<file path="config.mk">
export PLATFORM = sky130hd
export DESIGN_NAME = uart_cmd_rx_flat
export DESIGN_NICKNAME = d
export VERILOG_FILES = /design/src/rtl/uart_cmd_rx_if.sv /design/src/rtl/uart_cmd_rx.sv /design/src/flat_wrapper.sv
export SDC_FILE = /design/constraint.sdc
export NUM_CORES = 1
export LEC_CHECK = 0
export BUFFER_PORTS_ARGS = -buffer_cell sky130_fd_sc_hd__buf_2
export CORE_MARGIN = 1
export CORE_UTILIZATION = 54
export DETAILED_ROUTE_END_ITERATION = 6
export GPL_TIMING_DRIVEN = 0
export MAX_ROUTING_LAYER = met4
export PLACE_DENSITY = 0.75
export SKIP_CTS_REPAIR_TIMING = 1
export SYNTH_ARGS = -nofsm -noshare
export SYNTH_HDL_FRONTEND = slang
export SYNTH_SLANG_ARGS = --single-unit
</file>
<file path="constraint.sdc">
create_clock -name clk -period 2.2 [get_ports clk]
set_input_delay 0.11 -clock clk [delete_from_list [all_inputs] [get_ports clk]]
set_output_delay 0.11 -clock clk [all_outputs]
set_load 0.005 [all_outputs]
</file>
<file path="src/rtl/uart_cmd_rx_if.sv">
// Command strobe and clock-digit bus between the UART command decoder and
// the lock/alarm top-level state machine.
interface uart_cmd_rx_if;
    logic       is_reset_cmd;
    logic       is_check_cmd;
    logic       is_start_cmd;
    logic       is_exit_cmd;
    logic       is_shutdown_cmd;
    logic       is_setcl_cmd;
    logic       wr_ry;
    logic [3:0] clock1;
    logic [3:0] clock2;
    logic [3:0] clock3;
    logic [3:0] clock4;
    logic [3:0] clock5;
    logic [3:0] clock6;
    logic       bad_cmd;
    logic       frame_err;

    modport master (
        output is_reset_cmd, is_check_cmd, is_start_cmd, is_exit_cmd,
               is_shutdown_cmd, is_setcl_cmd, wr_ry,
               clock1, clock2, clock3, clock4, clock5, clock6,
               bad_cmd, frame_err
    );

    modport slave (
        input  is_reset_cmd, is_check_cmd, is_start_cmd, is_exit_cmd,
               is_shutdown_cmd, is_setcl_cmd, wr_ry,
               clock1, clock2, clock3, clock4, clock5, clock6,
               bad_cmd, frame_err
    );
endinterface

</file>
<file path="src/rtl/uart_cmd_rx.sv">
// UART 8N1 receiver, line assembler and fixed command decoder.
// MAX_LEN must be at least 12 so a full setcl line fits in the buffer.
module uart_cmd_rx #(
    parameter int unsigned CLK_FREQ = 100000000,
    parameter int unsigned BAUD     = 115200,
    parameter int unsigned MAX_LEN  = 16
) (
    input  logic          clk,
    input  logic          rst,
    input  logic          rx,
    uart_cmd_rx_if.master cmd
);

    localparam int unsigned CLKS_PER_BIT = CLK_FREQ / BAUD;
    localparam int unsigned CNT_W        = $clog2(CLKS_PER_BIT);
    localparam int unsigned LEN_W        = $clog2(MAX_LEN + 1);
    localparam int unsigned IDX_W        = $clog2(MAX_LEN);

    localparam logic [CNT_W-1:0] HALF_LAST = CNT_W'(CLKS_PER_BIT / 2 - 1);
    localparam logic [CNT_W-1:0] FULL_LAST = CNT_W'(CLKS_PER_BIT - 1);

    localparam logic [1:0] S_IDLE  = 2'd0;
    localparam logic [1:0] S_START = 2'd1;
    localparam logic [1:0] S_DATA  = 2'd2;
    localparam logic [1:0] S_STOP  = 2'd3;

    localparam logic [7:0] CH_CR = 8'h0D;
    localparam logic [7:0] CH_LF = 8'h0A;
    localparam logic [7:0] CH_0  = 8'h30;
    localparam logic [7:0] CH_9  = 8'h39;

    localparam logic [63:0] W_RESET    = 64'("reset");
    localparam logic [63:0] W_CHECK    = 64'("check");
    localparam logic [63:0] W_START    = 64'("start");
    localparam logic [63:0] W_EXIT     = 64'("exit");
    localparam logic [63:0] W_SHUTDOWN = 64'("shutdown");
    localparam logic [63:0] W_SETCL    = 64'("setcl ");

    // True when the first n characters of the line equal the n-char word w.
    function automatic logic prefix_eq(input logic [8*MAX_LEN-1:0] line,
                                       input logic [63:0] w, input int n);
        logic [63:0] wl;
        logic        eq;
        wl = w << (8 * (8 - n));
        eq = 1'b1;
        for (int i = 0; i < 8; i++) begin
            if (i < n && line[8*i +: 8] != wl[63-8*i -: 8]) eq = 1'b0;
        end
        return eq;
    endfunction

    logic             rx_meta, rx_sync, rx_prev;
    logic [1:0]       state_q, state_d;
    logic [CNT_W-1:0] cnt_q, cnt_d;
    logic [2:0]       bit_q, bit_d;
    logic [7:0]       shreg_q, shreg_d;
    logic             byte_valid, byte_valid_d;
    logic             frame_err_q, frame_err_d;
    logic [7:0]       rx_data;

    logic [7:0]         line_buf [MAX_LEN];
    logic [8*MAX_LEN-1:0] line_flat;
    logic [LEN_W-1:0]   len_q;
    logic               ovf_q;
    logic               match_q;
    logic               is_term_c, append_c;
    logic               hit_reset_c, hit_check_c, hit_start_c, hit_exit_c;
    logic               hit_shutdown_c, hit_setcl_c;

    logic       reset_q, check_q, start_q, exit_q, shutdown_q, setcl_q, wr_q, bad_q;
    logic [3:0] clk1_q, clk2_q, clk3_q, clk4_q, clk5_q, clk6_q;

    assign rx_data = shreg_q;

    // Two-flop synchroniser plus one delayed copy for falling-edge detection.
    always_ff @(posedge clk) begin
        if (rst) begin
            rx_meta <= 1'b1;
            rx_sync <= 1'b1;
            rx_prev <= 1'b1;
        end else begin
            rx_meta <= rx;
            rx_sync <= rx_meta;
            rx_prev <= rx_sync;
        end
    end

    // Receiver state register.
    always_ff @(posedge clk) begin
        if (rst) begin
            state_q     <= S_IDLE;
            cnt_q       <= '0;
            bit_q       <= '0;
            shreg_q     <= '0;
            byte_valid  <= 1'b0;
            frame_err_q <= 1'b0;
        end else begin
            state_q     <= state_d;
            cnt_q       <= cnt_d;
            bit_q       <= bit_d;
            shreg_q     <= shreg_d;
            byte_valid  <= byte_valid_d;
            frame_err_q <= frame_err_d;
        end
    end

    // Receiver next state: mid-bit sampling timed from the synchronised start edge.
    always_comb begin
        state_d      = state_q;
        cnt_d        = cnt_q;
        bit_d        = bit_q;
        shreg_d      = shreg_q;
        byte_valid_d = 1'b0;
        frame_err_d  = 1'b0;
        case (state_q)
            S_IDLE: begin
                if (rx_prev && !rx_sync) begin
                    state_d = S_START;
                    cnt_d   = '0;
                end
            end
            S_START: begin
                if (cnt_q == HALF_LAST) begin
                    cnt_d   = '0;
                    bit_d   = '0;
                    state_d = rx_sync ? S_IDLE : S_DATA;
                end else begin
                    cnt_d = cnt_q + CNT_W'(1);
                end
            end
            S_DATA: begin
                if (cnt_q == FULL_LAST) begin
                    cnt_d   = '0;
                    shreg_d = {rx_sync, shreg_q[7:1]};
                    if (bit_q == 3'd7) state_d = S_STOP;
                    else               bit_d   = bit_q + 3'd1;
                end else begin
                    cnt_d = cnt_q + CNT_W'(1);
                end
            end
            S_STOP: begin
                if (cnt_q == FULL_LAST) begin
                    cnt_d   = '0;
                    state_d = S_IDLE;
                    if (rx_sync) byte_valid_d = 1'b1;
                    else         frame_err_d  = 1'b1;
                end else begin
                    cnt_d = cnt_q + CNT_W'(1);
                end
            end
            default: state_d = S_IDLE;
        endcase
    end

    assign is_term_c = (rx_data == CH_CR) || (rx_data == CH_LF);
    assign append_c  = !match_q && byte_valid && !is_term_c && (len_q < LEN_W'(MAX_LEN));

    // Line storage; stale characters beyond len_q are never looked at.
    always_ff @(posedge clk) begin
        if (append_c) line_buf[IDX_W'(len_q)] <= rx_data;
    end

    // Flattened view of the buffer for the matcher.
    always_comb begin
        for (int i = 0; i < int'(MAX_LEN); i++) line_flat[8*i +: 8] = line_buf[i];
    end

    // Command matcher, evaluated in the cycle after the terminator.
    always_comb begin
        hit_reset_c    = (len_q == LEN_W'(5)) && prefix_eq(line_flat, W_RESET, 5);
        hit_check_c    = (len_q == LEN_W'(5)) && prefix_eq(line_flat, W_CHECK, 5);
        hit_start_c    = (len_q == LEN_W'(5)) && prefix_eq(line_flat, W_START, 5);
        hit_exit_c     = (len_q == LEN_W'(4)) && prefix_eq(line_flat, W_EXIT, 4);
        hit_shutdown_c = (len_q == LEN_W'(8)) && prefix_eq(line_flat, W_SHUTDOWN, 8);
        hit_setcl_c    = (len_q == LEN_W'(12)) && prefix_eq(line_flat, W_SETCL, 6);
        for (int i = 6; i < 12; i++) begin
            if (line_flat[8*i +: 8] < CH_0 || line_flat[8*i +: 8] > CH_9) hit_setcl_c = 1'b0;
        end
    end

    // Line assembly, overflow tracking and registered decode outputs.
    always_ff @(posedge clk) begin
        if (rst) begin
            len_q      <= '0;
            ovf_q      <= 1'b0;
            match_q    <= 1'b0;
            reset_q    <= 1'b0;
            check_q    <= 1'b0;
            start_q    <= 1'b0;
            exit_q     <= 1'b0;
            shutdown_q <= 1'b0;
            setcl_q    <= 1'b0;
            wr_q       <= 1'b0;
            bad_q      <= 1'b0;
            clk1_q     <= '0;
            clk2_q     <= '0;
            clk3_q     <= '0;
            clk4_q     <= '0;
            clk5_q     <= '0;
            clk6_q     <= '0;
        end else begin
            match_q    <= 1'b0;
            reset_q    <= 1'b0;
            check_q    <= 1'b0;
            start_q    <= 1'b0;
            exit_q     <= 1'b0;
            shutdown_q <= 1'b0;
            setcl_q    <= 1'b0;
            wr_q       <= 1'b0;
            bad_q      <= 1'b0;
            if (match_q) begin
                len_q <= '0;
                ovf_q <= 1'b0;
                if (ovf_q)               bad_q      <= 1'b1;
                else if (hit_reset_c)    reset_q    <= 1'b1;
                else if (hit_check_c)    check_q    <= 1'b1;
                else if (hit_start_c)    start_q    <= 1'b1;
                else if (hit_exit_c)     exit_q     <= 1'b1;
                else if (hit_shutdown_c) shutdown_q <= 1'b1;
                else if (hit_setcl_c) begin
                    setcl_q <= 1'b1;
                    wr_q    <= 1'b1;
                    clk1_q  <= 4'(line_flat[8*6  +: 8] - CH_0);
                    clk2_q  <= 4'(line_flat[8*7  +: 8] - CH_0);
                    clk3_q  <= 4'(line_flat[8*8  +: 8] - CH_0);
                    clk4_q  <= 4'(line_flat[8*9  +: 8] - CH_0);
                    clk5_q  <= 4'(line_flat[8*10 +: 8] - CH_0);
                    clk6_q  <= 4'(line_flat[8*11 +: 8] - CH_0);
                end else begin
                    bad_q <= 1'b1;
                end
            end else if (byte_valid) begin
                if (is_term_c) begin
                    if (ovf_q || len_q != '0) match_q <= 1'b1;
                end else if (len_q < LEN_W'(MAX_LEN)) begin
                    len_q <= len_q + LEN_W'(1);
                end else begin
                    ovf_q <= 1'b1;
                end
            end
        end
    end

    assign cmd.is_reset_cmd    = reset_q;
    assign cmd.is_check_cmd    = check_q;
    assign cmd.is_start_cmd    = start_q;
    assign cmd.is_exit_cmd     = exit_q;
    assign cmd.is_shutdown_cmd = shutdown_q;
    assign cmd.is_setcl_cmd    = setcl_q;
    assign cmd.wr_ry           = wr_q;
    assign cmd.bad_cmd         = bad_q;
    assign cmd.frame_err       = frame_err_q;
    assign cmd.clock1          = clk1_q;
    assign cmd.clock2          = clk2_q;
    assign cmd.clock3          = clk3_q;
    assign cmd.clock4          = clk4_q;
    assign cmd.clock5          = clk5_q;
    assign cmd.clock6          = clk6_q;

endmodule
</file>
<file path="src/flat_wrapper.sv">
// flat-port wrapper written by rule: the top's interface ports become plain ports
module uart_cmd_rx_flat 
#(
    parameter int unsigned CLK_FREQ = 100000000,
    parameter int unsigned BAUD     = 115200,
    parameter int unsigned MAX_LEN  = 16
)
  (clk, rst, rx, cmd_is_reset_cmd, cmd_is_check_cmd, cmd_is_start_cmd, cmd_is_exit_cmd, cmd_is_shutdown_cmd, cmd_is_setcl_cmd, cmd_wr_ry, cmd_clock1, cmd_clock2, cmd_clock3, cmd_clock4, cmd_clock5, cmd_clock6, cmd_bad_cmd, cmd_frame_err);
  uart_cmd_rx_if cmd_i ();
  input  logic clk;
  input  logic rst;
  input  logic rx;
  output wire logic [$bits(cmd_i.is_reset_cmd)-1:0] cmd_is_reset_cmd;
  output wire logic [$bits(cmd_i.is_check_cmd)-1:0] cmd_is_check_cmd;
  output wire logic [$bits(cmd_i.is_start_cmd)-1:0] cmd_is_start_cmd;
  output wire logic [$bits(cmd_i.is_exit_cmd)-1:0] cmd_is_exit_cmd;
  output wire logic [$bits(cmd_i.is_shutdown_cmd)-1:0] cmd_is_shutdown_cmd;
  output wire logic [$bits(cmd_i.is_setcl_cmd)-1:0] cmd_is_setcl_cmd;
  output wire logic [$bits(cmd_i.wr_ry)-1:0] cmd_wr_ry;
  output wire logic [$bits(cmd_i.clock1)-1:0] cmd_clock1;
  output wire logic [$bits(cmd_i.clock2)-1:0] cmd_clock2;
  output wire logic [$bits(cmd_i.clock3)-1:0] cmd_clock3;
  output wire logic [$bits(cmd_i.clock4)-1:0] cmd_clock4;
  output wire logic [$bits(cmd_i.clock5)-1:0] cmd_clock5;
  output wire logic [$bits(cmd_i.clock6)-1:0] cmd_clock6;
  output wire logic [$bits(cmd_i.bad_cmd)-1:0] cmd_bad_cmd;
  output wire logic [$bits(cmd_i.frame_err)-1:0] cmd_frame_err;
  assign cmd_is_reset_cmd = cmd_i.is_reset_cmd;
  assign cmd_is_check_cmd = cmd_i.is_check_cmd;
  assign cmd_is_start_cmd = cmd_i.is_start_cmd;
  assign cmd_is_exit_cmd = cmd_i.is_exit_cmd;
  assign cmd_is_shutdown_cmd = cmd_i.is_shutdown_cmd;
  assign cmd_is_setcl_cmd = cmd_i.is_setcl_cmd;
  assign cmd_wr_ry = cmd_i.wr_ry;
  assign cmd_clock1 = cmd_i.clock1;
  assign cmd_clock2 = cmd_i.clock2;
  assign cmd_clock3 = cmd_i.clock3;
  assign cmd_clock4 = cmd_i.clock4;
  assign cmd_clock5 = cmd_i.clock5;
  assign cmd_clock6 = cmd_i.clock6;
  assign cmd_bad_cmd = cmd_i.bad_cmd;
  assign cmd_frame_err = cmd_i.frame_err;
  uart_cmd_rx #(.CLK_FREQ(CLK_FREQ), .BAUD(BAUD), .MAX_LEN(MAX_LEN)) u_core (.clk(clk), .rst(rst), .rx(rx), .cmd(cmd_i));
endmodule
</file>
==> impl_metrics.ini, run 1 <==
[final_layout]
drive_above_1_share_pct = 24.9
final_nets = 608
final_cells = 753
final_cell_area_um2 = 7820
syn2layout_area_growth_pct = 21.7
antennaDiodeCount = 0

[die]
core_area_um2 = 11500
die_height_um = 111
dieWidth_um = 111
start_util_pct = 55.8
dieArea_um2 = 12300
rows = 39
pin_count = 36

[synth]
synth_cell_types = 55
synthFlopType = edfxtp_1
synth_compound_area_share_pct = 6.66
netlist.area_leader.share_pct = 44.9
ys_seq_area_share_pct = 65.4
synth_top_family_by_area = simple AND/OR/NAND/NOR gates
synth_xor_area_share_pct = 1.36
async_flop_share_pct = 0
synth_edf_count = 96
synthMuxAreaShare_pct = 1.56
syn_nets = 536
netlist_instances = 525
synth_area_um2 = 6430
yosys_warnings = 0
ys_ff_latch = 162
yosysTopAreaCell = edfxtp_1
synthAdderAreaFrac_pct = 1.56
synth_area_per_cell_um2 = 12.2
synth_area_leaders = edfxtp_1, dfxtp_1, nor2_1, nand3_1, a21oi_1
synthSimpleGateAreaFrac_pct = 21.2

[clock_network]
cts_tree = built
cts-root-buf = clkbuf_16
clock_sinks = 162
numCtsBuffers = 17
clk_pin_slew_ns = 0.06
h-tree-depth = 4
cts_buffer_depth = 2
clock_latency_ns = 0.43

[drt]
routed-via-count = 4535
dr.pass1.iters = 7
routedWlPerCell_um = 19.2
finalWirelength_um = 14500
antenna_left = 0
viasPerCell = 6.02
drc = 15
drtIter0Drc = 474

[setup_path]
rr_endpoint = u_core.cmd.clock4[0]
reg2reg_slack_ns = -0.27
reg2reg_from = u_core.line_buf[4][0]
worst_ep_arrival_time_ns = 2.82
worstPathMaxFanout = 10
crit_path_end_kind = flop
r2r_cells = 8
startpoint_type = flop
timing.critical_path.from = u_core.line_buf[4][0]
cp.required_ns = 2.55
crit_type = flop to flop

[worst_hold_path]
hold_class = input pin to flop
holdPathEnd = u_core.cmd.bad_cmd
min_path_cells = 3
hp-start = rst

[power]
peakVddDrop_mv = 0.436
power_mw = 6.15
p_leak_nw = 2.74
power_density_nw_per_um2 = 787

[global_route]
grt_pass1_vias = 4267
grt_max_degree = 17
grt_pass1_wl_um = 21800
track_usage_pct = 24.3
antenna_found_initial = 0
grt_remaining_overflow = 0

[timing]
fmax_ghz = 0.406
slew_violations = 0
tightest_slew_ns = 0.553
fin_crit_ns = 2.47
setup_ws_ns = -0.265
rsz0062_at_grt = yes
max-slew-margin-rel_pct = 62.6
fin_worst_skew_ns = 0.0148
period_share_pct = 112
hold_viol = 0
setup_viol = 25

[placement]
dp.cells = 703
pre_cts_slack_ns = -0.755
placed_area_um2 = 6800
hpwl_um = 9330
gp_congestion = 0.917
portBuffers = 35

[job]
maxCapViolCount = 0

[status]
status = complete, but fails checks
violations = design-rule violations, negative setup slack
==> how the worst max path moves through the flow <==
stage | to | slack (ns) | cells after the start
finish | u_core.cmd.clock4[0] | -0.27 | 8
global route | u_core.cmd.clock6[2] | -0.36 | 8
CTS | u_core.line_buf[9][7] | -0.77 | 5
detailed placement | u_core.line_buf[9][0] | -0.76 | 5
global placement | u_core.line_buf[9][2] | -0.61 | 5
floorplan | u_core.cmd.clock5[0] | 0.007 | 8
==> kinds of logic after synthesis <==
group                    after synthesis
AO/OA/AOI/OAI                         76
XOR/XNOR                              10
adder cells (fa/ha/maj)                8
buffers and inverters                 30
flip-flops                           162
multiplexers                          10
AND/OR/NAND/NOR                      229
==> per-layer routing <==
metal / vias to the layer above / GRT usage [%] / wire length (um)
li1: 2127 / - / -
met5: - / - / 0
met2: 162 / 38.1 / 7120
met4: 0 / 10.4 / 392
met1: 2213 / 30.2 / 6130
met3: 33 / 5.90 / 817
==> cells in the mapped netlist, types with 2 or more instances <==
cell / n
a211oi_1: 3
a21oi_1: 30
a32oi_1: 2
a41oi_1: 3
and2_1: 3
and3_1: 3
and3b_1: 2
and4_1: 3
and4b_1: 5
buf_6: 2
clkbuf_1: 16
dfxtp_1: 66
edfxtp_1: 96
ha_1: 8
inv_1: 8
mux2i_1: 10
nand2_1: 15
nand2b_1: 10
nand3_1: 36
nand3b_1: 3
nand4_1: 18
nand4b_1: 5
nand4bb_1: 3
nor2_1: 56
nor2b_1: 9
nor3_1: 10
nor3b_1: 8
nor4_1: 11
nor4b_1: 4
nor4bb_1: 9
o21ai_0: 12
o21ai_1: 19
or2_2: 5
or4_1: 2
or4b_2: 2
xnor2_1: 2
xor2_1: 8
==> sequential cells by signal, summed over array words and instances (netlist names), 5 cells and up, named ones only <==
signal,flops
u_core.line_buf,96
u_core.cnt_q,10
u_core.rx_data,8
u_core.len_q,5
==> placed cells by master (no fill, tap or decap), types with 4 or more instances in the layout <==
cell / Yosys / routed
edfxtp_1: 96 / 96
dfxtp_1: 66 / 56
nor2_1: 56 / 44
buf_2: 0 / 39
nand3_1: 36 / 36
a21oi_1: 30 / 30
o21ai_1: 19 / 19
nand4_1: 18 / 18
clkbuf_16: 0 / 17
buf_4: 1 / 16
nand2_1: 15 / 14
nor2_4: 0 / 12
clkbuf_1: 16 / 11
o21ai_0: 12 / 10
mux2i_1: 10 / 10
nand2b_1: 10 / 9
nor2b_1: 9 / 9
nor4_1: 11 / 9
inv_1: 8 / 8
nor3_1: 10 / 8
xor2_1: 8 / 8
ha_1: 8 / 6
nand4b_1: 5 / 5
nor3b_1: 8 / 5
or2_2: 5 / 5
dfxtp_2: 0 / 5
dfxtp_4: 0 / 5
nor4bb_1: 9 / 4
and4b_1: 5 / 4
inv_6: 0 / 4
clkinv_2: 0 / 4
==> critical path, stage by stage, from the launching register on <==
cell,delay (ns)
edfxtp_1,0.41
or4b_4,0.57
or4_4,0.45
nor4_4,0.28
or3b_1,0.20
buf_6,0.13
buf_8,0.12
o21ai_1,0.08
a21oi_1,0.15
==> where the power goes <==
part,switching (mW),leakage (nW),internal [mW]
Clock,1.17,0.277,1.67
Sequential,0.0104,1.43,3.18
Combinational,0.0839,1.04,0.0429
Total,1.26,2.74,4.89
==> metrics by stage <==
stage / utilization, % / TNS [ns] / hold WS, ns
floorplan: - / 0 / 0.214
CTS: 63.9 / -79.34 / -0.150
detailed placement: 59.0 / -74.66 / 0.296
finish: 67.9 / -5.48 / 0.0333
global route: 67.9 / -9.10 / 0.0601
global placement: 59.0 / -60.63 / 0.293
==> layout make-up <==
cell class	instances	area, um^2
well taps	143	179
plain buffers	22	139
fillers	768	3700
flip-flops and latches	162	4230
clock buffers	19	433
multi-input cells	333	2350
clock inverters	13	130
inverters	8	30.0
repair buffers	53	323
Power figures use the tool's default switching activity.
==> run 2, diff against run 1 <==
--- a/config.mk
+++ b/config.mk
@@ -5,13 +5,13 @@
 export SDC_FILE = /design/constraint.sdc
 export NUM_CORES = 1
 export LEC_CHECK = 0
+export ABC_CLOCK_PERIOD_IN_PS = 2200
 export BUFFER_PORTS_ARGS = -buffer_cell sky130_fd_sc_hd__buf_2
 export CORE_MARGIN = 1
-export CORE_UTILIZATION = 54
+export CORE_UTILIZATION = 25
 export DETAILED_ROUTE_END_ITERATION = 6
 export GPL_TIMING_DRIVEN = 0
 export MAX_ROUTING_LAYER = met4
-export PLACE_DENSITY = 0.75
 export SKIP_CTS_REPAIR_TIMING = 1
 export SYNTH_ARGS = -nofsm -noshare
 export SYNTH_HDL_FRONTEND = slang
==> run 2 against run 1 <==
  * The flow finishes with violations (negative setup slack)
  * Flip-flop and latch count unchanged
  * Largest power group unchanged
  * Sequential power about the same
  * Critical endpoint is now u_core.cmd.clock2[2]
  * Non-clock buffer count up 16
  * Total power up 0.40%
==> impl_metrics.ini, run 2 (same netlist as run 1, synthesis figures left out) <==
[setup_path]
r2r_cells = 8
critPathTopFamily = simple AND/OR/NAND/NOR gates
cp.required_ns = 2.54
crit_path_end_kind = flop
startpoint_type = flop
rr_endpoint = u_core.cmd.clock2[2]
crit_type = flop to flop
worstPathMaxFanout = 5
reg2reg_from = u_core.line_buf[4][0]
worst_ep_arrival_time_ns = 2.82
path_buf_inv = 2
crit_chain = or4b_4 > or4_4 > nor4_4 > or3b_4 > buf_8 > clkbuf_16 > o21ai_1 > a21oi_1
reg2reg_slack_ns = -0.27
max_stage_delay_ns = 0.56
cp_slowest_cell = or4b_4

[power]
peakVddDrop_mv = 0.555
switching_share_pct = 21.3
p_sw_mw = 1.32
p_leak_nw = 2.89
pwr-share-clk_pct = 46.3
pwr-share-comb_pct = 2.1
power_density_nw_per_um2 = 742
internal-power_mw = 4.86
p_seq_share_pct = 51.6

[drt]
drc = 0
drtIter0Drc = 313
antenna_left = 0
finalWirelength_um = 15200
routed-via-count = 4562
routedWlPerCell_um = 15.9
viasPerCell = 4.78
dr.pass1.iters = 5

[worst_hold_path]
hp-start = rst
holdPathEnd = u_core.cmd.bad_cmd
min_path_cells = 3
hold_class = input pin to flop

[die]
pin_count = 36
rows = 58
dieArea_um2 = 26300
die_height_um = 162
core_area_um2 = 25200
dieWidth_um = 162
start_util_pct = 25.5

[placement]
dp.cells = 890
hpwl_um = 10100
gp_congestion = 0.958
portBuffers = 35
pre_cts_slack_ns = -0.778

[global_route]
grt_remaining_overflow = 0
antenna_found_initial = 0
grt_pass1_wl_um = 22500
grt_max_degree = 17
grt_pass1_vias = 4206
track_usage_pct = 11.5

[timing]
tightest_slew_ns = 0.658
rsz0062_at_grt = yes
fmax_ghz = 0.404
fin_worst_skew_ns = 0.0129
hold_slack_ns = 0.154
fin_crit_ns = 2.47
period_share_pct = 112
setup_viol = 27
slew_violations = 0
hold_viol = 0
max-slew-margin-rel_pct = 56.1
setup_tns_ns = -4.72
setup_ws_ns = -0.273

[clock_network]
clock_sinks = 162
cts_tree = built
clock_latency_ns = 0.43
cts_buffer_depth = 2
numCtsBuffers = 17
cts-root-buf = clkbuf_16
clk_pin_slew_ns = 0.06
h-tree-depth = 4

[final_layout]
drive_above_1_share_pct = 31.2
multi_input_area_um2 = 2430
syn2layout_area_growth_pct = 29.6
final_cells = 955
seq_area_um2 = 4230
final_cell_mix = edfxtp_1, dfxtp_1, nor2_1
mostFrequentLayoutCell = edfxtp_1
final_nets = 624
antennaDiodeCount = 0
largest_reg_flops = 96
top_register = u_core.line_buf
nFillCells = 2421

[status]
status = complete, but fails checks
violations = negative setup slack

[job]
maxCapViolCount = 0
run 2: area by class of cell:
type	count	share of cell area [%]
Tap cell	330	4.96
Inverter	8	0.360
Clock buffer	19	5.45
Multi-Input combinational cell	333	29.1
Clock inverter	12	1.41
Sequential cell	162	50.8
Timing Repair Buffer	70	6.05
Buffer	21	1.82
run 2: worst max-delay path by stage:
stage	from	to	slack, ns	cells after the start
final	u_core.line_buf[4][0]	u_core.cmd.clock2[2]	-0.27	8
after global routing	u_core.line_buf[4][0]	u_core.cmd.clock2[2]	-0.35	8
after CTS	u_core.rx_data[0]	u_core.line_buf[4][3]	-0.81	5
after detailed placement	u_core.rx_data[0]	u_core.line_buf[4][0]	-0.78	5
after global placement	u_core.rx_data[0]	u_core.line_buf[4][3]	-0.75	5
after floorplan	u_core.line_buf[2][3]	u_core.cmd.clock5[0]	0.007	8
run 2: stage by stage:
step           total power, mW  cell area, um^2  utilization (%)
5_1_grt                   6.37             8330             33.1
2_1_floorplan             3.35             6440                -
3_5_place_dp              3.39             7030             27.9
6_report                  6.18             8330             33.1
3_3_place_gp              3.39             7030             27.9
4_1_cts                   6.23             7600             30.2
run 2: layer usage:
metal	global-route usage, %	up-vias	wire length, um
met5	-	-	0
met4	5.15	0	384
met3	1.97	33	576
met2	18.5	126	7570
met1	14.3	2236	6660
li1	-	2167	-
run 2: power by group through the flow:
stage / clock network [mW] / logic, mW / registers, mW
after floorplan: 0 / 0.0933 / 3.26
after global placement: 0 / 0.125 / 3.26
after detailed placement: 0 / 0.124 / 3.26
after CTS: 2.91 / 0.125 / 3.20
after global routing: 3.03 / 0.148 / 3.19
final: 2.86 / 0.130 / 3.19
run 2: worst reg2reg max path: cells and delay by family (launching register included):
kind,cells,cell delay (ns)
buffers and inverters,2,0.29
DFF,1,0.41
and+or+nand+nor,4,1.48
AOI/OAI and AO/OA,2,0.23
==> run 3, diff against run 2 <==
--- a/config.mk
+++ b/config.mk
@@ -11,8 +11,10 @@
 export CORE_UTILIZATION = 25
 export DETAILED_ROUTE_END_ITERATION = 6
 export GPL_TIMING_DRIVEN = 0
+export HOLD_SLACK_MARGIN = 0.1
 export MAX_ROUTING_LAYER = met4
 export SKIP_CTS_REPAIR_TIMING = 1
+export SKIP_LAST_GASP = 1
 export SYNTH_ARGS = -nofsm -noshare
 export SYNTH_HDL_FRONTEND = slang
 export SYNTH_SLANG_ARGS = --single-unit
==> constraint.sdc (replaced) <==
create_clock -name clk -period 2.2 [get_ports clk]
set_input_delay 0.11 -clock clk [delete_from_list [all_inputs] [get_ports clk]]
set_output_delay 0.11 -clock clk [all_outputs]
set_load 0.05 [all_outputs]
==> run 3 against run 2 <==
  * Utilization fell by 0.75 points
  * Combinational power barely moved
  * Clock skew rose by 0.0010 ns
  * Wire length fell by 1.3%
  * Critical path depth rose by 1
  * The run still ends with negative setup slack left
  * Clock-buffer cell count fell by 1
  * Global-route usage rose by 0.12 points
  * Flip-flop and latch count did not move
==> impl_metrics.ini, run 3 (same netlist as run 1, synthesis figures left out) <==
[timing]
setup_viol = 26
hold_viol = 0
setup_tns_ns = -7.04
period_share_pct = 114
slew_violations = 0
fin_worst_skew_ns = 0.0139
fmax_ghz = 0.398
tightest_slew_ns = 0.640
fin_crit_ns = 2.51
rsz0062_at_grt = yes
setup_ws_ns = -0.312
max-slew-margin-rel_pct = 57.4

[drt]
finalWirelength_um = 15000
viasPerCell = 4.68
dr.pass1.iters = 5
routedWlPerCell_um = 15.8
routed-via-count = 4443
drc = 0
antenna_left = 0
drtIter0Drc = 337

[clock_network]
cts-root-buf = clkbuf_16
cts_tree = built
cts_buffer_depth = 2
numCtsBuffers = 17
clock_latency_ns = 0.44
h-tree-depth = 4
clock_sinks = 162
clk_pin_slew_ns = 0.06

[power]
internal-power_mw = 4.82
pwr-share-comb_pct = 2.1
p_leak_nw = 2.79
switching_share_pct = 22.2
peakVddDrop_mv = 0.556
p_sw_mw = 1.38
pwr-share-clk_pct = 46.4
p_seq_share_pct = 51.5
power_density_nw_per_um2 = 761

[final_layout]
seq_area_um2 = 4230
top_register = u_core.line_buf
mostFrequentLayoutCell = edfxtp_1
multi_input_area_um2 = 2300
largest_reg_flops = 96
final_nets = 617
final_cell_mix = edfxtp_1, dfxtp_1, nor2_1
syn2layout_area_growth_pct = 26.7
antennaDiodeCount = 0
nFillCells = 2465
final_core_util_pct = 32.3
drive_above_1_share_pct = 26.0

[global_route]
track_usage_pct = 11.7
grt_pass1_vias = 4148
antenna_found_initial = 0
grt_pass1_wl_um = 22600
grt_remaining_overflow = 0
grt_max_degree = 17

[setup_path]
reg2reg_from = u_core.line_buf[4][0]
worstPathMaxFanout = 8
startpoint_type = flop
path_buf_inv = 3
crit_chain = or4b_4 > or4_4 > nor4_4 > buf_4 > or3b_4 > buf_12 > clkbuf_16 > o21ai_1 > a21oi_1
crit_path_end_kind = flop
timing.critical_path.from = u_core.line_buf[4][0]
cp.required_ns = 2.56
critPathTopFamily = simple AND/OR/NAND/NOR gates
max_stage_delay_ns = 0.58
cp_slowest_cell = or4b_4
worst_ep_arrival_time_ns = 2.87
crit_type = flop to flop

[die]
dieWidth_um = 162
core_area_um2 = 25200
pin_count = 36
dieArea_um2 = 26300
rows = 58
die_height_um = 162
start_util_pct = 25.5

[worst_hold_path]
hp-start = rst
hold_class = input pin to flop

[placement]
portBuffers = 35
gp_congestion = 0.909
hpwl_um = 10000

[status]
violations = negative setup slack
status = complete, but fails checks

[job]
maxCapViolCount = 0
==> run 3: area by class of cell <==
class	count	share of cell area, %
Multi-Input combinational cell	333	28.2
Timing Repair Buffer	63	5.52
Inverter	8	0.369
Tap cell	330	5.07
Clock buffer	18	5.27
Sequential cell	162	52.0
Buffer	21	1.80
Clock inverter	14	1.77
==> run 3: through the flow <==
stage / hold slack (ns) / worst slack (ns) / total power [mW] / std cells / area, um^2
after floorplan: 0.214 / -0.0203 / 3.35 / 525 / 6450
after global placement: 0.294 / -0.785 / 3.39 / 890 / 7040
after detailed placement: 0.298 / -0.768 / 3.39 / 890 / 7040
after CTS: -0.152 / -0.802 / 6.24 / 922 / 7610
after global routing: 0.156 / -0.441 / 6.39 / 949 / 8140
final: 0.142 / -0.312 / 6.19 / 949 / 8140
==> run 3: path summary, 6_finish.rpt <==
path                                   to  slack, ns  cells past startpoint
setup reg to reg     u_core.cmd.clock6[1]      -0.31                      9
setup / recovery     u_core.cmd.clock6[1]      -0.31                      9
hold reg to reg            u_core.rx_sync       0.42                      1
hold / removal    u_core.cmd.is_reset_cmd       0.14                      3
==> run 3: power groups by stage <==
stage,Clock (mW),Sequential (mW),Combinational [mW]
6_report,2.87,3.19,0.133
5_1_grt,3.05,3.19,0.147
4_1_cts,2.92,3.20,0.127
3_5_place_dp,0,3.26,0.126
3_3_place_gp,0,3.26,0.124
2_1_floorplan,0,3.26,0.0933
==> run 3: routing by layer <==
metal	GRT usage, %	up-vias	share of wire [%]
met3	2.91	18	3.6
li1	-	2147	-
met1	14.4	2175	46
met5	-	-	0
met4	4.59	0	1.8
met2	18.3	103	49
==> run 3: tightest hold or removal path, delay by kind of cell <==
kind | cells | cell delay [ns]
simple gates | 2 | 0.25
buf+inv | 1 | 0.16
